--- src/rtl/uart_tx_if.sv ---
// uart_tx_if: character handshake and serial-line status between a producer and uart_tx.
interface uart_tx_if;
    logic [6:0] data_in;
    logic       par_inj;
    logic       valid;
    logic       ready;
    logic       tx;
    logic       busy;
    logic       done;

    modport master (output data_in, par_inj, valid, input ready, tx, busy, done);
    modport slave  (input data_in, par_inj, valid, output ready, tx, busy, done);
endinterface

--- src/rtl/uart_tx.sv ---
// uart_tx: 7E2 UART transmitter with a one-entry holding register and parity error injection.
module uart_tx #(
    parameter int CLK_PER_BIT = 434
) (
    input  logic      clk,
    input  logic      rst,
    uart_tx_if.slave  bus
);
    typedef enum logic [2:0] {IDLE, START, DATA, PARITY, STOP} state_t;

    state_t      r_state, w_state_n;
    logic [15:0] r_cnt, w_cnt_n;
    logic [2:0]  r_bit, w_bit_n;
    logic [6:0]  r_shift, w_shift_n, r_hold;
    logic        r_par, w_par_n, r_hold_inj, r_full, r_tx;
    logic        w_tx_n, w_tick, w_load, w_accept;

    assign w_tick     = r_cnt == 16'(CLK_PER_BIT - 1);
    assign w_accept   = bus.valid && !r_full;
    assign bus.ready  = !r_full;
    assign bus.tx     = r_tx;
    assign bus.busy   = r_state != IDLE;
    assign bus.done   = r_state == STOP && r_bit == 3'd1 && w_tick;

    always_comb begin
        w_state_n = r_state;
        w_cnt_n   = (r_state == IDLE || w_tick) ? 16'd0 : r_cnt + 16'd1;
        w_bit_n   = r_bit;
        w_shift_n = r_shift;
        w_par_n   = r_par;
        w_load    = 1'b0;
        case (r_state)
            IDLE:   if (r_full) begin
                        w_state_n = START;
                        w_load    = 1'b1;
                    end
            START:  if (w_tick) begin
                        w_state_n = DATA;
                        w_bit_n   = 3'd0;
                    end
            DATA:   if (w_tick) begin
                        w_shift_n = r_shift >> 1;
                        w_bit_n   = r_bit + 3'd1;
                        w_state_n = (r_bit == 3'd6) ? PARITY : DATA;
                    end
            PARITY: if (w_tick) begin
                        w_state_n = STOP;
                        w_bit_n   = 3'd0;
                    end
            STOP:   if (w_tick) begin
                        w_bit_n = r_bit + 3'd1;
                        if (r_bit == 3'd1) begin
                            w_state_n = r_full ? START : IDLE;
                            w_load    = r_full;
                        end
                    end
            default: w_state_n = IDLE;
        endcase
        if (w_load) begin
            w_shift_n = r_hold;
            w_par_n   = ^r_hold ^ r_hold_inj;
        end
        // tx is registered, so it is derived from the state being entered
        w_tx_n = w_state_n == START  ? 1'b0 :
                 w_state_n == DATA   ? w_shift_n[0] :
                 w_state_n == PARITY ? w_par_n : 1'b1;
    end

    always_ff @(posedge clk or posedge rst) begin
        if (rst) begin
            r_state    <= IDLE;
            r_cnt      <= '0;
            r_bit      <= '0;
            r_shift    <= '0;
            r_par      <= 1'b0;
            r_hold     <= '0;
            r_hold_inj <= 1'b0;
            r_full     <= 1'b0;
            r_tx       <= 1'b1;
        end else begin
            r_state <= w_state_n;
            r_cnt   <= w_cnt_n;
            r_bit   <= w_bit_n;
            r_shift <= w_shift_n;
            r_par   <= w_par_n;
            r_tx    <= w_tx_n;
            r_full  <= w_load ? 1'b0 : (w_accept ? 1'b1 : r_full);
            if (w_accept) begin
                r_hold     <= bus.data_in;
                r_hold_inj <= bus.par_inj;
            end
        end
    end
endmodule

--- src/flat_wrapper.sv ---
// flat-port wrapper written by rule: the top's interface ports become plain ports
module uart_tx_flat 
#(
    parameter int CLK_PER_BIT = 434
)
  (clk, rst, bus_data_in, bus_par_inj, bus_valid, bus_ready, bus_tx, bus_busy, bus_done);
  uart_tx_if bus_i ();
  input  logic clk;
  input  logic rst;
  input wire logic [$bits(bus_i.data_in)-1:0] bus_data_in;
  input wire logic [$bits(bus_i.par_inj)-1:0] bus_par_inj;
  input wire logic [$bits(bus_i.valid)-1:0] bus_valid;
  output wire logic [$bits(bus_i.ready)-1:0] bus_ready;
  output wire logic [$bits(bus_i.tx)-1:0] bus_tx;
  output wire logic [$bits(bus_i.busy)-1:0] bus_busy;
  output wire logic [$bits(bus_i.done)-1:0] bus_done;
  assign bus_i.data_in = bus_data_in;
  assign bus_i.par_inj = bus_par_inj;
  assign bus_i.valid = bus_valid;
  assign bus_ready = bus_i.ready;
  assign bus_tx = bus_i.tx;
  assign bus_busy = bus_i.busy;
  assign bus_done = bus_i.done;
  uart_tx #(.CLK_PER_BIT(CLK_PER_BIT)) u_core (.clk(clk), .rst(rst), .bus(bus_i));
endmodule
--- config.mk ---
export PLATFORM = sky130hd
export DESIGN_NAME = uart_tx_flat
export DESIGN_NICKNAME = d
export VERILOG_FILES = /design/src/rtl/uart_tx_if.sv /design/src/rtl/uart_tx.sv /design/src/flat_wrapper.sv
export SDC_FILE = /design/constraint.sdc
export NUM_CORES = 1
export LEC_CHECK = 0
export CAP_MARGIN = 25
export CORE_MARGIN = 4
export CORE_UTILIZATION = 60
export DETAILED_ROUTE_END_ITERATION = 7
export DONT_BUFFER_PORTS = 1
export PLACE_DENSITY = 0.76
export SLEW_MARGIN = 5
export SYNTH_ARGS = -nofsm -noshare
export SYNTH_HDL_FRONTEND = slang
export SYNTH_SLANG_ARGS = --single-unit
--- constraint.sdc ---
create_clock -name clk -period 2.7 [get_ports clk]
set_clock_uncertainty 0.2 [all_clocks]
set_input_delay 0.27 -clock clk [delete_from_list [all_inputs] [get_ports clk]]
set_output_delay 0.27 -clock clk [all_outputs]
set_load 0.02 [all_outputs]
==> impl_metrics.py, run 1 <==
metrics = {
    "final_layout": {
        "antenna-diode-count": 0,
        "area.growth.synth_to_final_pct": 13.0,
        "filler_cell_count": 268,
        "post_layout_nonfiller_instances": 292,
        "post-route-util": 0.697,
        "drive_above_1_share": 0.152,
        "nets": 259,
        "area.sequential_um2": 1000,
        "multiInputGateArea_um2": 1160,
    },
    "placement": {
        "routabilityCongestion": 0.933,
        "hpwl_mm": 3.40,
        "place.port_buffers": 0,
        "dp_cells": 272,
    },
    "yosys": {
        "synth-main-ff-cell": "sky130_fd_sc_hd__dfrtp_1",
        "synth-seq-area-share": 0.444,
        "synth_warnings": 0,
        "synth.area.top_cells": "sky130_fd_sc_hd__dfrtp_1 43%, sky130_fd_sc_hd__xnor2_1 4.7%, sky130_fd_sc_hd__mux2_2 4.5%, sky130_fd_sc_hd__nor2_1 3.7%, sky130_fd_sc_hd__a221o_1 3.1%",
        "syn-mean-instance-area_um2": 9.94,
        "most_used_standard_cell_by_instance_count_after_synthesis": "sky130_fd_sc_hd__dfrtp_1",
        "mappedNetlistArea_um2": 2260,
        "async_reset_ff_frac": 1.00,
        "synth.net_count": 243,
        "register_bit_count_reported_by_yosys": 40,
        "synth-edff-count": 0,
        "synth.top_cell.area_share": 0.432,
        "netlist.top_cell.by_area": "sky130_fd_sc_hd__dfrtp_1",
        "synth_cell_types": 46,
        "ys_top_cells_by_count": "39 x sky130_fd_sc_hd__dfrtp_1, 22 x sky130_fd_sc_hd__nor2_1, 18 x sky130_fd_sc_hd__nand2_1, 12 x sky130_fd_sc_hd__nand3_1, 12 x sky130_fd_sc_hd__xnor2_1",
        "post_synth_inst_count": 227,
    },
    "die": {
        "chipHeight_um": 69.3,
        "placement_rows": 22,
        "core_region_area_um2": 3660,
        "ioPinCount": 15,
        "initial_utilization": 0.617,
        "fp.dieW_um": 69.3,
        "die_area_um2": 4810,
    },
    "route": {
        "wl_per_cell_um": 16.6,
        "met3WireLength_um": 165,
        "dr_total_vias": 1724,
        "vias_per_cell": 5.90,
        "first_pass_iters": 4,
        "routed-wl-met2_mm": 2.46,
        "drtAntennaViolNets": 0,
        "drcViolationCount": 0,
        "dr.first_iter.drc_count": 100,
        "wl_met1_mm": 2.09,
        "route.final.wire_length_mm": 4.85,
        "routed.top_layer": "met4",
    },
    "sta": {
        "max_freq_mhz": 385,
        "timing_worst_slew_pin_value_ps": 722,
        "slew_headroom": 0.518,
        "timing_hold_violations_final": 0,
        "final_min_period_over_clock_period": 0.961,
        "fin_crit_ps": 2590,
        "final_setup_violating_endpoints": 0,
        "finalMaxSlewViolations": 0,
    },
    "hold_path": {
        "worst_hold_path_type": "primary input to flop",
        "hold_path_end": "u_core.r_hold[6]",
        "hp-start": "bus_valid",
        "hold_depth": 2,
    },
    "critical_path": {
        "worstSetupEndpointType": "output pin",
        "cp_dominant_cell_by_count": "sky130_fd_sc_hd__buf_4",
        "rrSetupSlack_ps": 200,
        "arrival_ps": 2120,
        "r2r-start": "u_core.r_cnt[6]",
        "setup.worst_path.start_class": "flop",
        "gate_family_responsible_for_the_most_delay_along_the_worst_path": "simple AND/OR/NAND/NOR gates",
        "cell_by_cell_trace_of_the_critical_path": "or4_4 > nor4_4 > buf_4 > nand2_1 > nor2_1 > buf_4",
        "reg2reg_depth": 5,
        "cp_required_ps": 2230,
        "crit_type": "flop to output pin",
        "worstReg2RegEnd": "u_core.bus.tx",
        "cpMaxStageDelayCell": "sky130_fd_sc_hd__or4_4",
        "timing.critical_path.slowest_cell_delay_ps": 590,
        "critical_path_buf_inv_count": 2,
        "crit_fanout": 5,
    },
    "clocking": {
        "cts_tree": "built",
        "clkSlewWorstSetupHoldPaths_ps": 80,
        "cts_inserted_buffers": 5,
        "clockBufferDepth": 2,
        "cts-root-buf": "sky130_fd_sc_hd__clkbuf_8",
        "worstSkewPairLatency_ps": 300,
        "clk_sink_count": 40,
        "cts-htree-levels": 2,
    },
    "grt": {
        "grt.overflow.total": 0,
        "largest_net_degree_at_the_start_of_global_routing": 41,
        "grt_first_pass_wirelength_mm": 8.38,
        "grt_pass1_vias": 1778,
        "number_of_antenna_violations_at_the_first_check_in_global_routing": 0,
        "grt.total_usage": 0.220,
    },
    "pwr": {
        "ir_drop_uv": 577,
        "total_leakage_power_nw": 1.08,
        "power.density_nw_per_um2": 836,
        "design_power_total_mw": 2.13,
    },
    "job": {
        "max_cap_viol_count": 0,
    },
    "status": {
        "outcome": "finished clean",
    },
}
[layout by cell type (no fill, tap or decap), types with 3 or more instances in the layout]
master / synthesis / layout
sky130_fd_sc_hd__a221o_1: 7 / 7
sky130_fd_sc_hd__nand4_1: 7 / 7
sky130_fd_sc_hd__nor4_1: 4 / 4
sky130_fd_sc_hd__dfrtp_1: 39 / 39
sky130_fd_sc_hd__nor2b_1: 10 / 10
sky130_fd_sc_hd__xnor2_1: 12 / 12
sky130_fd_sc_hd__clkbuf_8: 0 / 5
sky130_fd_sc_hd__inv_1: 11 / 11
sky130_fd_sc_hd__ha_1: 5 / 5
sky130_fd_sc_hd__and3_1: 4 / 4
sky130_fd_sc_hd__or3_1: 3 / 3
sky130_fd_sc_hd__buf_4: 0 / 10
sky130_fd_sc_hd__nand2b_1: 3 / 3
sky130_fd_sc_hd__xor2_1: 7 / 7
sky130_fd_sc_hd__a31oi_1: 3 / 3
sky130_fd_sc_hd__nor2_1: 22 / 22
sky130_fd_sc_hd__nor3_1: 3 / 3
sky130_fd_sc_hd__mux2_2: 9 / 9
sky130_fd_sc_hd__dlygate4sd3_1: 0 / 10
sky130_fd_sc_hd__nand2_1: 18 / 18
sky130_fd_sc_hd__nand3_1: 12 / 12
sky130_fd_sc_hd__o21ai_0: 6 / 6
[worst register-to-register path: cells and delay by family (launching register included)]
kind	cells	cell delay (ps)
mux	1	410
compound gates	1	200
flops	1	420
simple gates	3	1190
[sequential cells by signal (all words and copies together), names as in the netlist]
register / count
u_core.r_hold_inj: 1
u_core.r_par: 1
u_core.r_cnt: 16
u_core.r_bit: 3
u_core.r_shift: 7
u_core.r_full: 1
u_core.r_hold: 7
u_core.bus.tx: 1
u_core.r_state: 3
[area by class of cell]
class	count	share of cell area
sequential	40	0.393
inverter	11	0.0162
clock buffer	5	0.0270
timing repair buffer	20	0.0687
clock inverter	3	0.0181
multi-input combinational	165	0.454
tap	48	0.0235
[metal layers]
layer / global-route usage / vias up
met4: 0.111 / 0
li1: - / 832
met5: 0 / -
met1: 0.276 / 843
met3: 0.0551 / 15
met2: 0.351 / 34
[cell families after synthesis]
kind of cell               Yosys count  share of synthesized area
AOI/OAI and AO/OA                   27                     0.0926
xor gates and xnor gates            19                     0.0737
DFF                                 40                      0.444
buffers and inverters               22                     0.0449
adders and majority gates            5                     0.0277
and+or+nand+nor                    104                      0.268
muxes                               10                     0.0493
[report_power, final]
group          total [mW]  internal [mW]  switching (mW)
Clock               0.504          0.278           0.226
Combinational       0.691          0.353           0.338
Sequential          0.938          0.770           0.168
Total                2.13           1.40           0.732
[repair_timing]
item                                   CTS  global route
hold buffers                            10             0
buffers inserted                         0             2
setup endpoints to repair                1             1
pin swaps                                1             1
endpoints found under the hold margin   48             0
gates resized for setup                  1             0
[metrics by stage]
stage | instance area [um2] | setup slack [ps] | hold WS [ps] | setup TNS, ps
after global placement | 2320 | 128 | 97.0 | 0
after CTS | 2540 | 28.4 | 226 | 0
after global routing | 2550 | -12.4 | 266 | -12.4
after floorplan | 2260 | 259 | 187 | 0
final | 2550 | 106 | 237 | 0
after detailed placement | 2320 | 132 | 142 | 0
[worst max path at each step]
stage,start,endpoint,slack [ps],depth (start not counted)
after floorplan,u_core.r_cnt[2],u_core.r_shift[2],260,7
after global placement,u_core.r_cnt[11],u_core.bus.tx,130,5
after detailed placement,u_core.r_cnt[11],u_core.bus.tx,130,5
after CTS,u_core.r_cnt[11],bus_done,30,6
after global routing,u_core.r_cnt[6],bus_done,-10,6
final,u_core.r_cnt[6],bus_done,110,6
No activity file was read; power rests on OpenSTA's default activity.
==> inputs of run 2 (changes only) <==
--- a/config.mk
+++ b/config.mk
@@ -5,12 +5,12 @@
 export SDC_FILE = /design/constraint.sdc
 export NUM_CORES = 1
 export LEC_CHECK = 0
+export ABC_AREA = 1
 export CAP_MARGIN = 25
 export CORE_MARGIN = 4
-export CORE_UTILIZATION = 60
+export CORE_UTILIZATION = 35
 export DETAILED_ROUTE_END_ITERATION = 7
 export DONT_BUFFER_PORTS = 1
-export PLACE_DENSITY = 0.76
 export SLEW_MARGIN = 5
 export SYNTH_ARGS = -nofsm -noshare
 export SYNTH_HDL_FRONTEND = slang
==> impl_metrics.py, run 2 <==
metrics = {
    "clocking": {
        "cts-htree-levels": 2,
        "worstSkewPairLatency_ps": 290,
        "clockBufferDepth": 2,
        "cts-root-buf": "sky130_fd_sc_hd__clkbuf_8",
        "cts_inserted_buffers": 5,
        "clk_sink_count": 40,
        "postCtsResizedCells": 0,
        "clkSlewWorstSetupHoldPaths_ps": 80,
        "cts_tree": "built",
    },
    "die": {
        "fp.dieW_um": 88.8,
        "chipHeight_um": 88.8,
        "placement_rows": 29,
        "core_region_area_um2": 6350,
        "initial_utilization": 0.360,
        "ioPinCount": 15,
        "die_area_um2": 7880,
    },
    "yosys": {
        "syn-mean-instance-area_um2": 7.98,
        "mappedNetlistArea_um2": 2280,
        "most_used_standard_cell_by_instance_count_after_synthesis": "sky130_fd_sc_hd__nand2_1",
        "synth-edff-count": 0,
        "ys_top_cells_by_count": "71 x sky130_fd_sc_hd__nand2_1, 47 x sky130_fd_sc_hd__nor2_1, 39 x sky130_fd_sc_hd__dfrtp_1, 29 x sky130_fd_sc_hd__inv_1, 12 x sky130_fd_sc_hd__nand3_1",
        "synth_cell_types": 29,
        "synth.area.top_cells": "sky130_fd_sc_hd__dfrtp_1 43%, sky130_fd_sc_hd__nand2_1 12%, sky130_fd_sc_hd__nor2_1 7.7%, sky130_fd_sc_hd__inv_1 4.8%, sky130_fd_sc_hd__mux2_2 3.9%",
        "synth.net_count": 302,
        "register_bit_count_reported_by_yosys": 40,
        "synth-seq-area-share": 0.439,
        "async_reset_ff_frac": 1.00,
        "synth.top_cell.area_share": 0.427,
        "post_synth_inst_count": 286,
        "synth_warnings": 0,
        "netlist.top_cell.by_area": "sky130_fd_sc_hd__dfrtp_1",
        "synth-main-ff-cell": "sky130_fd_sc_hd__dfrtp_1",
    },
    "sta": {
        "timing_worst_slew_pin_value_ps": 555,
        "slew_headroom": 0.629,
        "unrepaired_setup_endpoints_after_global_routing": "no",
        "final_min_period_over_clock_period": 0.873,
        "finalMaxSlewViolations": 0,
        "fin_tns_setup_ps": 0,
        "final_setup_violating_endpoints": 0,
        "fin_crit_ps": 2360,
        "max_freq_mhz": 424,
        "timing_hold_violations_final": 0,
    },
    "route": {
        "dr.first_iter.drc_count": 87,
        "wl_per_cell_um": 12.4,
        "route.final.wire_length_mm": 4.71,
        "drtAntennaViolNets": 0,
        "drcViolationCount": 0,
        "vias_per_cell": 4.86,
        "first_pass_iters": 5,
        "dr_total_vias": 1853,
    },
    "final_layout": {
        "filler_cell_count": 634,
        "layout.cells.most_common_list": "71 x sky130_fd_sc_hd__nand2_1, 47 x sky130_fd_sc_hd__nor2_1, 39 x sky130_fd_sc_hd__dfrtp_1",
        "drive_above_1_share": 0.125,
        "post-route-util": 0.409,
        "antenna-diode-count": 0,
        "area.sequential_um2": 1000,
        "area.growth.synth_to_final_pct": 13.8,
        "post-route-cell-area_um2": 2600,
        "layout_commonest_cell": "sky130_fd_sc_hd__nand2_1",
        "most_flop_heavy_register": "u_core.r_cnt",
        "multiInputGateArea_um2": 1150,
        "biggestRegsByFlops": "u_core.r_cnt: 16 flops, u_core.r_hold: 7 flops, u_core.r_shift: 7 flops",
        "nets": 319,
        "largest_reg_flops": 16,
    },
    "placement": {
        "total_cell_area_at_the_placement_stage_um2": 2390,
        "place.port_buffers": 0,
        "routabilityCongestion": 0.858,
        "hpwl_mm": 3.52,
    },
    "job": {
        "max_cap_viol_count": 0,
    },
    "critical_path": {
        "critical_path_buf_inv_count": 2,
        "crit_type": "flop to output pin",
        "cp_required_ps": 2230,
        "worstSetupEndpointType": "output pin",
        "crit_fanout": 3,
        "gate_family_responsible_for_the_most_delay_along_the_worst_path": "simple AND/OR/NAND/NOR gates",
        "cell_by_cell_trace_of_the_critical_path": "inv_1 > ha_1 > inv_1 > nor2_1 > nand2_1 > nor2_4 > nand3_1 > nor2_1",
        "arrival_ps": 1890,
        "timing.critical_path.slowest_cell_delay_ps": 410,
        "setup.worst_path.start_class": "flop",
        "cpMaxStageDelayCell": "sky130_fd_sc_hd__dfrtp_1",
    },
    "pwr": {
        "combinationalPowerShare": 0.143,
        "switching_share": 0.251,
        "sequential_fraction_of_design_power": 0.493,
        "design_power_total_mw": 1.43,
        "p_sw_uw": 359,
        "share_clk_of_total_power": 0.365,
        "power.density_nw_per_um2": 550,
        "power_report.internal_total_mw": 1.07,
        "ir_drop_uv": 588,
        "total_leakage_power_nw": 1.18,
    },
    "hold_path": {
        "worst_hold_path_type": "primary input to flop",
    },
    "grt": {
        "grt_pass1_vias": 1819,
        "number_of_antenna_violations_at_the_first_check_in_global_routing": 0,
        "grt.overflow.total": 0,
        "largest_net_degree_at_the_start_of_global_routing": 41,
        "grt.total_usage": 0.134,
        "grt_first_pass_wirelength_mm": 8.28,
    },
    "status": {
        "outcome": "finished clean",
    },
}
run 2: cell count changes after synthesis, sizes merged, moves of 5 or more:
cell,previous run,this run
a221o,7,0
inv,11,32
nor3,3,12
nand2,18,79
a22oi,0,5
nor2b,10,0
xnor2,12,5
clkbuf,6,0
nor2,22,51
run 2: per-stage QoR:
stage	cells	worst slack, ps	hold WS, ps
final	381	342	148
after detailed placement	364	599	133
after CTS	381	299	152
after floorplan	286	838	221
after global placement	364	704	132
after global routing	381	133	170
run 2: cell type report:
type / instances / share of cell area
Timing Repair Buffer: 11 / 0.0404
Sequential cell: 40 / 0.386
Multi-Input combinational cell: 213 / 0.444
Clock buffer: 6 / 0.0318
Inverter: 32 / 0.0462
Clock inverter: 2 / 0.0149
Tap cell: 77 / 0.0371
run 2: path summary, 6_finish.rpt:
| path | startpoint | endpoint | slack [ps] | cells after the start |
|---|---|---|---|---|
| max in group asynchronous | rst | u_core.bus.tx | 1600 | 3 |
| hold reg to reg | u_core.r_shift[6] | u_core.r_shift[6] | 280 | 2 |
| setup reg to reg | u_core.r_cnt[1] | u_core.r_cnt[14] | 590 | 9 |
| setup / recovery | u_core.r_cnt[1] | bus_done | 340 | 8 |
| hold / removal | bus_valid | u_core.r_full | 150 | 2 |
| min in group asynchronous | rst | u_core.r_shift[6] | 340 | 3 |
run 2: power groups by stage:
stage               clock [mW]  sequential (mW)  combinational, mW
finish                   0.521            0.704              0.204
global route             0.562            0.713              0.232
CTS                      0.537            0.705              0.207
detailed placement           0            0.717              0.197
global placement             0            0.715              0.194
floorplan                    0            0.703              0.176
run 2: metal layers:
metal  wire (um)  GRT usage  part of all wire
met3         181     0.0428             0.038
met2        2240      0.218              0.48
met4          22     0.0247            0.0047
met1        2270      0.176              0.48
met5           0          0                 0
run 2: cells by family (layout without fill, tap and decap cells):
family	Yosys count	after routing	share of synthesized area
AOI/OAI and AO/OA	18	18	0.0455
xor gates and xnor gates	13	13	0.0499
adders and majority gates	5	5	0.0274
buffers and inverters	33	51	0.0559
DFF	40	40	0.439
muxes	8	8	0.0395
and+or+nand+nor	169	169	0.343
run 2: timing repair:
action	CTS	global route
setup buffers	0	0
endpoints found under the hold margin	47	0
hold buffers	9	0
run 2: worst register-to-register path, cell delays in order (launching register included):
cell	delay (ps)
sky130_fd_sc_hd__dfrtp_1	410
sky130_fd_sc_hd__inv_1	60
sky130_fd_sc_hd__ha_1	150
sky130_fd_sc_hd__inv_1	40
sky130_fd_sc_hd__nor2_1	170
sky130_fd_sc_hd__nand2_1	120
sky130_fd_sc_hd__nor2_4	140
sky130_fd_sc_hd__nand2_4	100
sky130_fd_sc_hd__nand2_1	440
sky130_fd_sc_hd__nor3_1	140
==> inputs of run 3 (changes only) <==
--- a/config.mk
+++ b/config.mk
@@ -5,7 +5,6 @@
 export SDC_FILE = /design/constraint.sdc
 export NUM_CORES = 1
 export LEC_CHECK = 0
-export ABC_AREA = 1
 export CAP_MARGIN = 25
 export CORE_MARGIN = 4
 export CORE_UTILIZATION = 35
@@ -15,3 +14,4 @@
 export SYNTH_ARGS = -nofsm -noshare
 export SYNTH_HDL_FRONTEND = slang
 export SYNTH_SLANG_ARGS = --single-unit
+export TNS_END_PERCENT = 100
==> impl_metrics.py, run 3 (synthesis gave the netlist of run 1 again) <==
metrics = {
    "sta": {
        "final_setup_violating_endpoints": 0,
        "finalMaxSlewViolations": 0,
        "timing_worst_slew_pin_value_ps": 724,
        "max_freq_mhz": 386,
        "final_min_period_over_clock_period": 0.959,
        "layout_setup_ws_ps": 111,
        "unrepaired_setup_endpoints_after_global_routing": "no",
        "fin_crit_ps": 2590,
        "timing_hold_violations_final": 0,
        "fin_tns_setup_ps": 0,
        "slew_headroom": 0.516,
    },
    "placement": {
        "place.port_buffers": 0,
        "routabilityCongestion": 0.822,
        "placement.setup.worst_slack_ps": 82.2,
        "hpwl_mm": 3.32,
        "total_cell_area_at_the_placement_stage_um2": 2370,
    },
    "pwr": {
        "combinationalPowerShare": 0.300,
        "power_report.internal_total_mw": 1.38,
        "total_leakage_power_nw": 1.08,
        "switching_share": 0.322,
        "share_clk_of_total_power": 0.240,
        "p_sw_uw": 659,
        "sequential_fraction_of_design_power": 0.460,
        "power.density_nw_per_um2": 787,
        "ir_drop_uv": 333,
    },
    "critical_path": {
        "setup.worst_path.start_class": "flop",
        "cp_required_ps": 2230,
        "crit_type": "flop to output pin",
        "crit_fanout": 5,
        "arrival_ps": 2120,
        "worstSetupEndpointType": "output pin",
    },
    "final_layout": {
        "post-route-cell-area_um2": 2590,
        "antenna-diode-count": 0,
        "nets": 260,
        "largest_reg_flops": 16,
        "most_flop_heavy_register": "u_core.r_cnt",
        "area.growth.synth_to_final_pct": 15.0,
        "drive_above_1_share": 0.159,
        "layout.cells.most_common_list": "39 x sky130_fd_sc_hd__dfrtp_1, 22 x sky130_fd_sc_hd__nor2_1, 18 x sky130_fd_sc_hd__nand2_1",
        "layout_commonest_cell": "sky130_fd_sc_hd__dfrtp_1",
        "biggestRegsByFlops": "u_core.r_cnt: 16 flops, u_core.r_hold: 7 flops, u_core.r_shift: 7 flops",
    },
    "grt": {
        "grt.overflow.total": 0,
        "grt.total_usage": 0.137,
        "number_of_antenna_violations_at_the_first_check_in_global_routing": 0,
        "grt_pass1_vias": 1700,
        "largest_net_degree_at_the_start_of_global_routing": 41,
        "grt_first_pass_wirelength_mm": 8.36,
    },
    "route": {
        "dr.first_iter.drc_count": 57,
        "first_pass_iters": 4,
        "route.final.wire_length_mm": 4.73,
        "met3WireLength_um": 170,
        "wl_per_cell_um": 14.8,
        "dr_total_vias": 1666,
        "drcViolationCount": 0,
        "drtAntennaViolNets": 0,
        "routed-wl-met2_mm": 2.15,
        "routed.top_layer": "met4",
        "vias_per_cell": 5.21,
        "wl_met1_mm": 2.33,
    },
    "clocking": {
        "cts_inserted_buffers": 5,
        "cts-root-buf": "sky130_fd_sc_hd__clkbuf_8",
        "clkSlewWorstSetupHoldPaths_ps": 80,
        "clk_sink_count": 40,
        "worstSkewPairLatency_ps": 290,
        "clockBufferDepth": 2,
        "cts_tree": "built",
        "cts-htree-levels": 2,
    },
    "die": {
        "fp.dieW_um": 88.3,
        "chipHeight_um": 88.3,
        "ioPinCount": 15,
        "core_region_area_um2": 6100,
        "initial_utilization": 0.370,
        "placement_rows": 28,
        "die_area_um2": 7800,
    },
    "hold_path": {
        "worst_hold_path_type": "primary input to flop",
    },
    "job": {
        "max_cap_viol_count": 0,
    },
    "status": {
        "outcome": "finished clean",
    },
}
==> run 3: cell count changes in the layout (fill, tap and decap cells not counted), moves of 4 or more <==
cell / change
sky130_fd_sc_hd__nand2_1: -53
sky130_fd_sc_hd__nor2_1: -25
sky130_fd_sc_hd__inv_1: -18
sky130_fd_sc_hd__nor2b_1: +10
sky130_fd_sc_hd__buf_4: +9
sky130_fd_sc_hd__a221o_1: +7
sky130_fd_sc_hd__nand2_2: -7
sky130_fd_sc_hd__xnor2_1: +7
sky130_fd_sc_hd__nor3_1: -6
sky130_fd_sc_hd__a22oi_1: -5
sky130_fd_sc_hd__a21oi_1: -4
sky130_fd_sc_hd__and3_1: +4
==> run 3: worst paths after layout <==
path / cells past startpoint / end / slack (ps) / from
worst max-delay path: 5 / bus_done / 110 / u_core.r_cnt[10]
worst max register to register: 5 / u_core.bus.tx / 250 / u_core.r_cnt[10]
min in group asynchronous: 3 / u_core.r_hold_inj / 340 / rst
worst min-delay path: 3 / u_core.r_hold[6] / 210 / bus_valid
worst min register to register: 2 / u_core.r_shift[6] / 310 / u_core.r_shift[6]
max in group asynchronous: 3 / u_core.bus.tx / 1580 / rst
==> run 3: power by group through the flow <==
stage / registers, mW / logic [mW] / clock network [mW]
2_1_floorplan: 0.893 / 0.548 / 0
3_3_place_gp: 0.941 / 0.590 / 0
3_5_place_dp: 0.949 / 0.607 / 0
4_1_cts: 0.939 / 0.619 / 0.506
5_1_grt: 0.966 / 0.694 / 0.532
6_report: 0.939 / 0.614 / 0.490
==> run 3: layout make-up <==
type	instances	area (um2)
Fill cell	606	3500
Tap cell	75	93.8
Sequential cell	40	1000
Clock buffer	5	68.8
Multi-Input combinational cell	165	1160
Inverter	11	41.3
Timing Repair Buffer	21	183
Clock inverter	3	42.5
==> run 3: worst max-delay path, stage by stage (launching register included) <==
cell and delay, ps:
sky130_fd_sc_hd__dfrtp_1 420, sky130_fd_sc_hd__or4_4 620, sky130_fd_sc_hd__nor4_4 360, sky130_fd_sc_hd__nand2_1 160, sky130_fd_sc_hd__nor2_1 120, sky130_fd_sc_hd__buf_4 150
==> run 3: routing by layer <==
metal / global-route usage / up-vias
li1: - / 836
met1: 0.194 / 796
met2: 0.199 / 26
met3: 0.0354 / 8
met4: 0.0577 / 0
met5: 0 / -
==> run 3: stage by stage <==
stage,hold slack (ps),total power [mW],cells,util
final,212,2.04,320,0.426
after global routing,221,2.19,320,0.426
after CTS,204,2.06,320,0.424
after global placement,120,1.53,302,0.389
after detailed placement,130,1.56,302,0.389
after floorplan,187,1.44,227,-
==> run 3: what timing repair did <==
item / 4_1_cts / 5_1_grt
hold endpoints to repair: 48 / 0
cloned: 0 / 0
pin swaps: 1 / 2
gates resized for setup: 0 / 2
hold buffers: 10 / 0
buffers inserted: 0 / 0
setup endpoints to repair: 1 / 2
